[src/rtl/multi_cycle_logic_unit.sv]
// Slice-serial bitwise logic unit: AND/OR/XOR/NOR of two WIDTH-bit operands,
// SLICE bits per clock, LSB slice first, with start/busy/done handshake and zero flag.
module multi_cycle_logic_unit #(
  parameter int WIDTH = 32,
  parameter int SLICE = 4
) (
  input  logic             clk,
  input  logic             rst_n,
  input  logic             start,
  input  logic [1:0]       op,
  input  logic [WIDTH-1:0] a,
  input  logic [WIDTH-1:0] b,
  output logic             busy,
  output logic             done,
  output logic [WIDTH-1:0] out,
  output logic             zero
);

  localparam int NSLICE = WIDTH / SLICE;
  localparam int IW     = (NSLICE > 1) ? $clog2(NSLICE) : 1;
  localparam int NPAD   = 2 ** IW;
  localparam logic [IW-1:0] LAST = IW'(NSLICE - 1);

  typedef enum logic {IDLE, BUSY} state_t;

  state_t           state;
  logic [WIDTH-1:0] a_q;
  logic [WIDTH-1:0] b_q;
  logic [1:0]       op_q;
  logic [IW-1:0]    idx;

  logic [SLICE-1:0] a_sl [NPAD];
  logic [SLICE-1:0] b_sl [NPAD];
  logic [SLICE-1:0] res_s;
  logic [WIDTH-1:0] out_next;

  // Operands reshaped into a power-of-two slice array so idx selects without range checks.
  for (genvar g = 0; g < NPAD; g++) begin : g_sl
    if (g < NSLICE) begin : g_real
      assign a_sl[g] = a_q[g*SLICE +: SLICE];
      assign b_sl[g] = b_q[g*SLICE +: SLICE];
      assign out_next[g*SLICE +: SLICE] = (idx == IW'(g)) ? res_s : out[g*SLICE +: SLICE];
    end else begin : g_pad
      assign a_sl[g] = '0;
      assign b_sl[g] = '0;
    end
  end

  always_comb begin
    res_s = '0;
    case (op_q)
      2'b00:   res_s = a_sl[idx] & b_sl[idx];
      2'b01:   res_s = a_sl[idx] | b_sl[idx];
      2'b10:   res_s = a_sl[idx] ^ b_sl[idx];
      default: res_s = ~(a_sl[idx] | b_sl[idx]);
    endcase
  end

  always_ff @(posedge clk or negedge rst_n) begin
    if (!rst_n) begin
      state <= IDLE;
      idx   <= '0;
      busy  <= 1'b0;
      done  <= 1'b0;
      out   <= '0;
      zero  <= 1'b0;
      a_q   <= '0;
      b_q   <= '0;
      op_q  <= '0;
    end else begin
      done <= 1'b0;
      case (state)
        IDLE: begin
          if (start) begin
            a_q   <= a;
            b_q   <= b;
            op_q  <= op;
            idx   <= '0;
            out   <= '0;
            zero  <= 1'b0;
            busy  <= 1'b1;
            state <= BUSY;
          end
        end
        BUSY: begin
          out <= out_next;
          if (idx == LAST) begin
            // Zero flag covers the slice being written on this same edge.
            idx   <= '0;
            busy  <= 1'b0;
            done  <= 1'b1;
            zero  <= (out_next == '0);
            state <= IDLE;
          end else begin
            idx <= idx + 1'b1;
          end
        end
        default: state <= IDLE;
      endcase
    end
  end

endmodule
[config.mk]
export PLATFORM = sky130hd
export DESIGN_NAME = multi_cycle_logic_unit
export DESIGN_NICKNAME = d
export VERILOG_FILES = /design/src/rtl/multi_cycle_logic_unit.sv
export SDC_FILE = /design/constraint.sdc
export NUM_CORES = 1
export LEC_CHECK = 0
export ABC_AREA = 1
export CORE_MARGIN = 1
export CORE_UTILIZATION = 45
export CTS_CLUSTER_SIZE = 10
export DETAILED_ROUTE_END_ITERATION = 7
export PLACE_DENSITY_LB_ADDON = 0.25
export REMOVE_ABC_BUFFERS = 1
export SLEW_MARGIN = 5
export SYNTH_ARGS = -nofsm -noshare
export SYNTH_HDL_FRONTEND = slang
export SYNTH_SLANG_ARGS = --single-unit
[constraint.sdc]
create_clock -name clk -period 2.4 [get_ports clk]
set_clock_uncertainty 0.05 [all_clocks]
set_input_delay 0.48 -clock clk [delete_from_list [all_inputs] [get_ports clk]]
set_output_delay 0.48 -clock clk [all_outputs]
set_load 0.01 [all_outputs]
# Yosys cells after proc, flatten, opt, wreduce, memory -nomap -nowiden
# Index checks and enable logic that the tools add are counted.
# Widths: inputs -> output; s select.
[word_totals] regBits=105 input_bits=69
[classes] addsub=1 order_cmp=1 n_eq_ne=11 mux=31 bitwise=6 reduce_logical=5
[ops] op="$pmux 32 s2" n=1
[ops] op="$mux 4" n=12
[ops] op="$logic_not 32->1" n=1
[ops] op="$mux 32" n=1
[ops] op="$bmux 4 s3" n=2
[ops] op="$eq 3x3->1 const B" n=4
[ops] op="$pmux 4 s3" n=1
[ops] op="$mux 1" n=8
[ops] op="$eq 3x2->1 const B" n=2
[ops] op="$mux 3" n=2
[ops] op="$pmux 1 s2" n=3
[ops] op="$pmux 3 s2" n=1
[ops] op="$and 4x4->4" n=1
[ops] op="$ge 4x4->1 const B" n=1
[ops] op="$not 3->4" n=1
[ops] op="$not 4->4" n=1
[ops] op="$or 4x4->4" n=1
[ops] op="$reduce_and 2->1" n=2
[ops] op="$xor 4x4->4" n=1
[ops] op="$add 3x1->3 const B" n=1
[ops] op="$eq 3x1->1 const B" n=1
[ops] op="$logic_not 3->1" n=1
[ops] op="$eq 2x1->1 const B" n=1
[ops] op="$eq 2x2->1 const B" n=1
[ops] op="other kinds (4)" n=4

# Depth between registers and ports, before layout
# Gate-level depths: netlist (run 1).
[logic_depth] word_depth=11 ltp_mapped=20 depth_no_buf=19

# Worst setup path after synthesis (run 1)
# No wires, ideal clock.
[synth_timing] kind="reg-to-reg" start="register idx[0]" end="register zero" t_arrival_ns=2.412 t_required_ns=2.285 slack_ns=-0.127 path_stages_with_launch=20 synth_period_minus_slack_ns=2.527 path_cell_list="dfrtp_1 > inv_1 > buf_1 > nor2_1 > o22ai_1 > nand2_1 > o21ai_0 > inv_1 > ha_1 > o21ai_0 > nand3_1 > nand2_2 > nand2_1 > nand2_1 > nand2_1 > nor2_1 > nand2_1 > nor2_1 > nand2_1 > nand2_1"
[synth_between] elab_chain_len=11 word_cells_on_any_way=33 classes_between="8 x eq/ne; 17 x mux; 5 x bitwise; 3 x reduce/logical"
[synth_rtl] element="from (decl)" line="30" source="logic [IW-1:0] idx;"
[synth_rtl] element="from (signal assigned)" line="95" source="idx <= idx + 1'b1;"
[synth_rtl] element="$not 3->4 (implied by the code)"
[synth_rtl] element="$bmux 4 s3"
[synth_rtl] element="$mux 4 (implied by the code) (2 in a row)"
[synth_rtl] element="$or 4x4->4" line="53, 55"
[synth_rtl] element="$not 4->4" line="55" source="default: res_s = ~(a_sl[idx] | b_sl[idx]);"
[synth_rtl] element="$pmux 4 s3" line="51" source="case (op_q)"
[synth_rtl] element="$mux 4" line="42" source="assign out_next[g*SLICE +: SLICE] = (idx == IW'(g)) ? res_s : out[g*SLICE +: SLICE];"
[synth_rtl] element="$logic_not 32->1" line="92" source="zero <= (out_next == '0);"
[synth_rtl] element="$mux 1" line="87" source="if (idx == LAST) begin"
[synth_rtl] element="$pmux 1 s2" line="72" source="case (state)"
[synth_rtl] element="to (signal assigned)" line="92"
[synth_rtl] element="to (decl)" line="16" source="output logic zero"
# Several ways; a longest one is shown, not always the timed one. The select of a mux whose other input is x is not followed.
# A chain may end at the register's enable or synchronous reset.

# Worst setup path in the final report (run 1)
# Ends and elaborated chain as after synthesis.

==> results of run 1 <==
-- how the worst max path moves through the flow --
| stage | end | slack [ns] | cells after the start |
|---|---|---|---|
| final | zero | -0.31 | 20 |
| after global routing | zero | -0.54 | 18 |
| after CTS | zero | -0.26 | 20 |
| after detailed placement | zero | -0.44 | 19 |
| after global placement | zero | -0.37 | 19 |
| after floorplan | zero | -0.61 | 18 |
-- sequential cells by signal, summed over array words and instances, names as in the netlist --
name   count
a_q       32
b_q       32
busy       1
done       1
idx        3
op_q       2
out       32
state      1
zero       1
-- final cells by class --
class	count	area, sq um
fillers	903	3590
multi-input cells	508	2630
flip-flops and latches	105	2630
repair buffers	184	1800
inverters	69	267
clock buffers	11	243
well taps	143	179
clock inverters	5	85.1
-- synthesized netlist by cell type --
master,number,area [sq um]
sky130_fd_sc_hd__a21o_1,1,7.51
sky130_fd_sc_hd__a21oi_1,1,5.00
sky130_fd_sc_hd__buf_1,8,30.0
sky130_fd_sc_hd__buf_2,4,20.0
sky130_fd_sc_hd__buf_6,1,11.3
sky130_fd_sc_hd__clkbuf_1,18,67.6
sky130_fd_sc_hd__dfrtp_1,105,2630
sky130_fd_sc_hd__ha_1,14,175
sky130_fd_sc_hd__inv_1,66,248
sky130_fd_sc_hd__inv_2,3,11.3
sky130_fd_sc_hd__nand2_1,321,1200
sky130_fd_sc_hd__nand2_2,3,18.8
sky130_fd_sc_hd__nand3_1,17,85.1
sky130_fd_sc_hd__nand4_1,1,6.26
sky130_fd_sc_hd__nor2_1,48,180
sky130_fd_sc_hd__nor2_2,2,12.5
sky130_fd_sc_hd__o21ai_0,51,255
sky130_fd_sc_hd__o21ai_1,3,15.0
sky130_fd_sc_hd__o22ai_1,46,288
-- what timing repair did --
item                       CTS  global route
pin swaps                   40            42
setup endpoints to repair   33            33
gates cloned                 2             0
resized for setup           58            85
setup buffers               11             8
-- per-layer routing --
metal / global-route usage / share of wire / up-vias
met5: 0 / 0 / -
met4: 0.0771 / 0.024 / 0
met3: 0.0347 / 0.038 / 34
met2: 0.421 / 0.50 / 181
met1: 0.305 / 0.43 / 2544
li1: - / - / 2579
-- stage by stage --
| stage | instance area (sq um) | util |
|---|---|---|
| 2_1_floorplan | 5140 | - |
| 3_3_place_gp | 6880 | 0.602 |
| 3_5_place_dp | 6880 | 0.602 |
| 4_1_cts | 7500 | 0.657 |
| 5_1_grt | 7830 | 0.686 |
| 6_report | 7830 | 0.686 |
-- cell families (layout without fill, tap and decap cells) --
family | Yosys count | after routing
flip-flops | 105 | 105
AO/OA/AOI/OAI | 102 | 102
AND/OR/NAND/NOR | 392 | 392
adder cells (fa/ha/maj) | 14 | 14
buffers and inverters | 100 | 269
-- worst max-delay path, cell delays in order, from the launching register on --
cell and delay, ns:
sky130_fd_sc_hd__dfrtp_2 0.46, sky130_fd_sc_hd__clkinv_4 0.10, sky130_fd_sc_hd__buf_12 0.12, sky130_fd_sc_hd__buf_6 0.09
sky130_fd_sc_hd__nor2_2 0.03, sky130_fd_sc_hd__o22ai_2 0.14, sky130_fd_sc_hd__inv_1 0.07, sky130_fd_sc_hd__o21ai_2 0.14
sky130_fd_sc_hd__inv_1 0.07, sky130_fd_sc_hd__ha_1 0.29, sky130_fd_sc_hd__o21ai_1 0.16, sky130_fd_sc_hd__nand3_1 0.15
sky130_fd_sc_hd__nand2_4 0.17, sky130_fd_sc_hd__nand2_2 0.08, sky130_fd_sc_hd__nand2_2 0.09, sky130_fd_sc_hd__nand2_2 0.06
sky130_fd_sc_hd__nor2_2 0.14, sky130_fd_sc_hd__nand2_1 0.07, sky130_fd_sc_hd__nor2_1 0.08, sky130_fd_sc_hd__nand2_1 0.06
sky130_fd_sc_hd__nand2_1 0.05
-- power by group --
group          internal (mW)  switching (mW)
registers               2.62           0.561
logic                   3.74            4.24
clock network          0.952           0.672
total                   7.31            5.48
==> impl_summary.md, run 1 <==
Logic synthesis
After synthesis the cells add up to about 5300 sq um. The synthesized design contains between 100 and 150 register bits. The number of different library cells used by synthesis comes to 19. Of the total synthesized cell area, the portion taken by XOR and XNOR cells is 0. The synthesized-area fraction occupied by and/or/nand/nor cells is 0.286. For this run, the register share of the synthesized area comes to 0.499. The largest family of logic cells by synthesized area is simple AND/OR/NAND/NOR gates.

The post-synthesis instance total is 713. In this run the mean area of a mapped cell was between 7 and 8 sq um. The mux cell area share after synthesis is 0.

The fraction of the mapped netlist area in compound gates is 0.108. The area share of fa/ha/maj cells after synthesis is 0.0332. The Yosys step of the flow raised 0 warnings.

Worst setup path
The critical path start-end classification is register to register. The worst-path maximum fanout is 8. The data arrival time of the worst path is between 2 and 3 ns. Data on the critical path is required at its endpoint by 2.63 ns. The setup slack of the most critical reg-to-reg path is -0.31 ns. STA classifies the critical path startpoint as a register. In this run the critical register-to-register path is launched from idx[0]. The capturing element type of the critical path is a register. The critical path starts at idx[0]. The worst register-to-register path ends at zero. The number of cells on the worst reg-to-reg path is 20.

STA
The slew at the pin closest to its max-slew limit is 0.548 ns. The count of final hold-check violations came to 0. Adding up every negative setup slack in the final design gives -1.53 ns.

The final setup slack of the worst path is -0.314 ns. The post-route fraction of the period consumed by the critical path is 1.13. The maximum clock frequency is 368 MHz.

In this run the tightest slew margin relative to its limit is 0.635. Setup repair after global routing could not meet its margin everywhere. Setup violations remaining at the end of the flow were counted as 17. Hold is met by roughly 0.054 ns. The total count of max-transition violations in the final report is 0.

Subtracting the final worst setup slack from the clock period gives roughly 2.7 ns.

Drt
The total number of vias is approximately 5300. The remaining antenna violation count is 0. After detailed routing, the number of remaining DRC violations is 0. After detailed routing, the average wire length per cell comes to ~14 microns. The total length of routed wires is about 15000 microns. The detailed-route vias per instance is between 5 and 6. For this block, the initial DRC count from the detailed router was about 360. The first TritonRoute pass finished after 5 iterations.

Floorplanning
The row count is 39. The I/O pin count is 104. The floorplan step set the die width to roughly 110 microns.

The effective utilization at floorplan is 0.461. In this run the vertical extent of the chip is 110 microns. The area of the die is between 10000 and 15000 sq um. The area of the core region is 11400 sq um.

Cells and area
In the final layout, the share of cells above drive strength 1 is 0.219. The synthesis-to-layout area growth is 48.6%. Leaving out fill and tap cells, the most frequent cells in the layout are sky130_fd_sc_hd__nand2_1, sky130_fd_sc_hd__dfrtp_1, sky130_fd_sc_hd__clkdlybuf4s50_1, sky130_fd_sc_hd__buf_4, sky130_fd_sc_hd__inv_1. The filler-free cell count of the finished design is about 1000.

The most common library cell in the layout ignoring fill and taps is sky130_fd_sc_hd__nand2_1. The repair_antennas step left the layout with diodes totalling 0. After the last flow step, the layout net total stands at 960.

Pwr
The worst ir drop on vdd is 0.928 mV. The total power divided by cell area is between 1500 and 2000 nW/um^2. The leakage power is 3.95 nW. The total power draw is approximately 13 mW.

Status
The final reports fail on negative setup slack. The flow ran to the end, but the final reports show violations.

Clocking
The H-tree depth is 3. The number of hold buffers added after CTS was 0. The clock transition time at the flip-flop clock pins of the worst setup and hold paths is roughly 0.080 ns. The root buffer selected by CTS is sky130_fd_sc_hd__clkbuf_16. The later pin in the worst-skew pair is clocked with a latency of between 0.3 and 0.4 ns. The CTS tree is built. The longest clock path from root to sink contains 2 buffers. Buffers inserted during clock tree synthesis total 9. The number of clock sinks is between 100 and 150.

Global routing
The total global routing overflow is 0. The first global-routing pass estimated around 23000 microns of wire. The number of global-route vias before repair is 4913. Entering global routing, the biggest net connects 70 pins. The initial antenna violation count is 0. The all-layer global routing usage is 0.240.

Worst hold path
The type of the tightest min-delay check is input pin to async pin.

Place
Before CTS, the worst setup slack after placement is -0.442 ns. The placer congestion estimate is between 0.8 and 0.9. The detailed placement HPWL is approximately 9400 microns. During placement, the flow inserted port buffers numbering a little over 100.

The number of placed instances, taps included, is between 900 and 1000.

Flow run
The count of max-cap constraint violations is 0.
Note: power is estimated with default switching activity, not from simulation.
==> inputs of run 2 (changes only) <==
--- a/config.mk
+++ b/config.mk
@@ -6,6 +6,7 @@
 export NUM_CORES = 1
 export LEC_CHECK = 0
 export ABC_AREA = 1
+export CORE_ASPECT_RATIO = 1.2
 export CORE_MARGIN = 1
 export CORE_UTILIZATION = 45
 export CTS_CLUSTER_SIZE = 10
==> constraint.sdc (replaced) <==
create_clock -name clk -period 2.4 [get_ports clk]
set_clock_uncertainty 0.05 [all_clocks]
set_input_delay 0.48 -clock clk [delete_from_list [all_inputs] [get_ports clk]]
set_output_delay 0.48 -clock clk [all_outputs]
set_load 0.1 [all_outputs]
==> impl_summary.md, run 2 (synthesis gave the netlist of run 1 again) <==
Cells and area
The most common library cell in the layout ignoring fill and taps is sky130_fd_sc_hd__nand2_1. After routing the design area is about 7600 sq um. The antenna diode instance count is 0. The net count of the finished layout is roughly 960. In the final layout, the registers with the most flip-flops are a_q (32), b_q (32), out (32). Of the cells placed in the final design, the portion with a size suffix greater than 1 is 0.241. The synthesis-to-layout area growth is 44.0%.

In the layout the commonest cells are sky130_fd_sc_hd__nand2_1, sky130_fd_sc_hd__dfrtp_1, sky130_fd_sc_hd__buf_4, sky130_fd_sc_hd__clkdlybuf4s50_1, sky130_fd_sc_hd__inv_1.

Floorplanning
The die is approximately 120 microns tall. The area of the core region is 11200 sq um. The die covers approximately 12000 sq um. The I/O pin count is between 100 and 150.

For this configuration, the core starts out at a cell density of 0.471. The horizontal die dimension is 101 microns. The row count is 42.

Global routing
The number of global-route vias before repair came to 5137. The initial antenna violation count is 0. Entering global routing, the biggest net connects 66 pins. The total global routing overflow is 0. In the global route stage, overall resource usage came out at 0.236. The first global-routing pass estimated between 20000 and 25000 microns of wire.

Clocking
The clock transition time at the flip-flop clock pins of the worst setup and hold paths is approximately 0.07 ns. The buffer levels on the longest clock path is 2. TritonCTS built the clock tree. The clock reaches the later pin of the worst-skew pair after 0.35 ns. The number of CTS-inserted buffers is 9.

The root buffer selected by CTS is sky130_fd_sc_hd__clkbuf_16. The H-tree depth is 3. Counting every sink on the clock net gives 105.

Worst setup path
The required time at the endpoint of the critical path is ~2.6 ns. The critical register-to-register path startpoint is idx[0]. The critical path start-end classification is register to register. The data arrival time of the worst path is approximately 2.9 ns. The startpoint type of the worst setup path is a register. The end of the worst register-to-register path is zero. The capturing element type of the critical path is a register.

For flop-to-flop paths, the worst setup slack is -0.24 ns. The cell depth of the worst flop-to-flop path is 19. In this run the worst path has a maximum fanout of 8.

Place
The placer congestion estimate is roughly 0.83. Input and output buffers added on the ports amount to around 100. The detailed placement HPWL is a little under 10000 microns. The placed instances occupy a cell area of approximately 6800 sq um.

STA
The total count of max-transition violations in the final report was 0. The final setup slack of the worst path is -0.243 ns. The total of endpoints with negative setup slack in the final report is 10.

The post-route fraction of the period consumed by the critical path is 1.10. The max-slew headroom at the worst pin is 0.687. The slew at the pin closest to its max-slew limit is 0.470 ns. The count of final hold-check violations is 0.

Setup repair after global routing could not meet its margin everywhere. The maximum clock frequency is about 380 MHz. The post-route minimum period is 2.64 ns. After routing, the total negative slack on setup checks comes to -0.757 ns.

Flow run
Across the run, the number of max-cap violations was 0.

Status
The run finished, with violations left. The final reports fail on negative setup slack.

Drt
The remaining routing DRC violations is 0. The total length of routed wires is between 10000 and 15000 microns. The number of detailed-route iterations in the first pass is 4. Dividing the detail-routed wire length by the instance count gives ~14 microns. In the routed layout, each cell is associated on average with a via count of around 5.0. In this run, the number of DRC markers left after iteration 0 of detailed routing was around 280. The total number of vias is a little over 5000.

The remaining antenna violation count is 0.

Worst hold path
In this run the worst hold path is classified as input pin to async pin.
run 2: through the flow:
stage / worst slack, ns / hold WS, ns / cells / util
final: -0.243 / 0.0305 / 1031 / 0.678
after detailed placement: -0.492 / 0.411 / 1003 / 0.609
after CTS: -0.180 / 0.0515 / 1023 / 0.652
after floorplan: -0.618 / 0.134 / 682 / -
after global routing: -0.379 / 0.0750 / 1031 / 0.678
after global placement: -0.441 / 0.408 / 1003 / 0.609
run 2: layout make-up:
| class | count | area [sq um] |
|---|---|---|
| clock buffer | 11 | 253 |
| clock inverter | 5 | 77.6 |
| fill | 912 | 3610 |
| inverter | 69 | 262 |
| multi-input combinational | 508 | 2540 |
| sequential | 105 | 2630 |
| tap | 154 | 193 |
| timing repair buffer | 179 | 1630 |
run 2: repair_timing:
action                     4_1_cts  5_1_grt
setup endpoints to repair       33       33
pin swaps                       26       57
cloned                           2        0
hold buffers                     0        0
buffers inserted                 4       10
gates resized for setup         47       73
run 2: worst max-delay path, stage by stage, from the launching register on:
cell and delay (ns):
sky130_fd_sc_hd__dfrtp_2 0.46, sky130_fd_sc_hd__inv_4 0.10, sky130_fd_sc_hd__buf_6 0.13, sky130_fd_sc_hd__o21ai_0 0.09, sky130_fd_sc_hd__o22ai_1 0.19, sky130_fd_sc_hd__nand2_1 0.10
sky130_fd_sc_hd__o21ai_2 0.08, sky130_fd_sc_hd__inv_1 0.06, sky130_fd_sc_hd__ha_1 0.27, sky130_fd_sc_hd__o21ai_1 0.11, sky130_fd_sc_hd__nand3_1 0.13, sky130_fd_sc_hd__nand2_4 0.19
sky130_fd_sc_hd__nand2_2 0.08, sky130_fd_sc_hd__o21ai_2 0.07, sky130_fd_sc_hd__nand2_1 0.07, sky130_fd_sc_hd__nor2_1 0.10, sky130_fd_sc_hd__nand2_1 0.09, sky130_fd_sc_hd__nor2_1 0.10
sky130_fd_sc_hd__nand2_1 0.05, sky130_fd_sc_hd__nand2_1 0.05
run 2: worst max-delay path by stage:
stage / startpoint / endpoint
2_1_floorplan: idx[0] / zero
3_3_place_gp: idx[1] / zero
3_5_place_dp: idx[1] / zero
4_1_cts: idx[0] / zero
5_1_grt: idx[0] / zero
6_report: idx[0] / zero
run 2: metal layers:
metal	GRT usage	part of all wire	vias up
met5	0	0	-
met4	0.0806	0.020	0
met3	0.0428	0.041	26
met2	0.420	0.53	149
met1	0.285	0.41	2459
li1	-	-	2551
Power of run 2 is not shown: default switching activity piles up to over one toggle a cycle in this logic, so the estimate is an artifact.
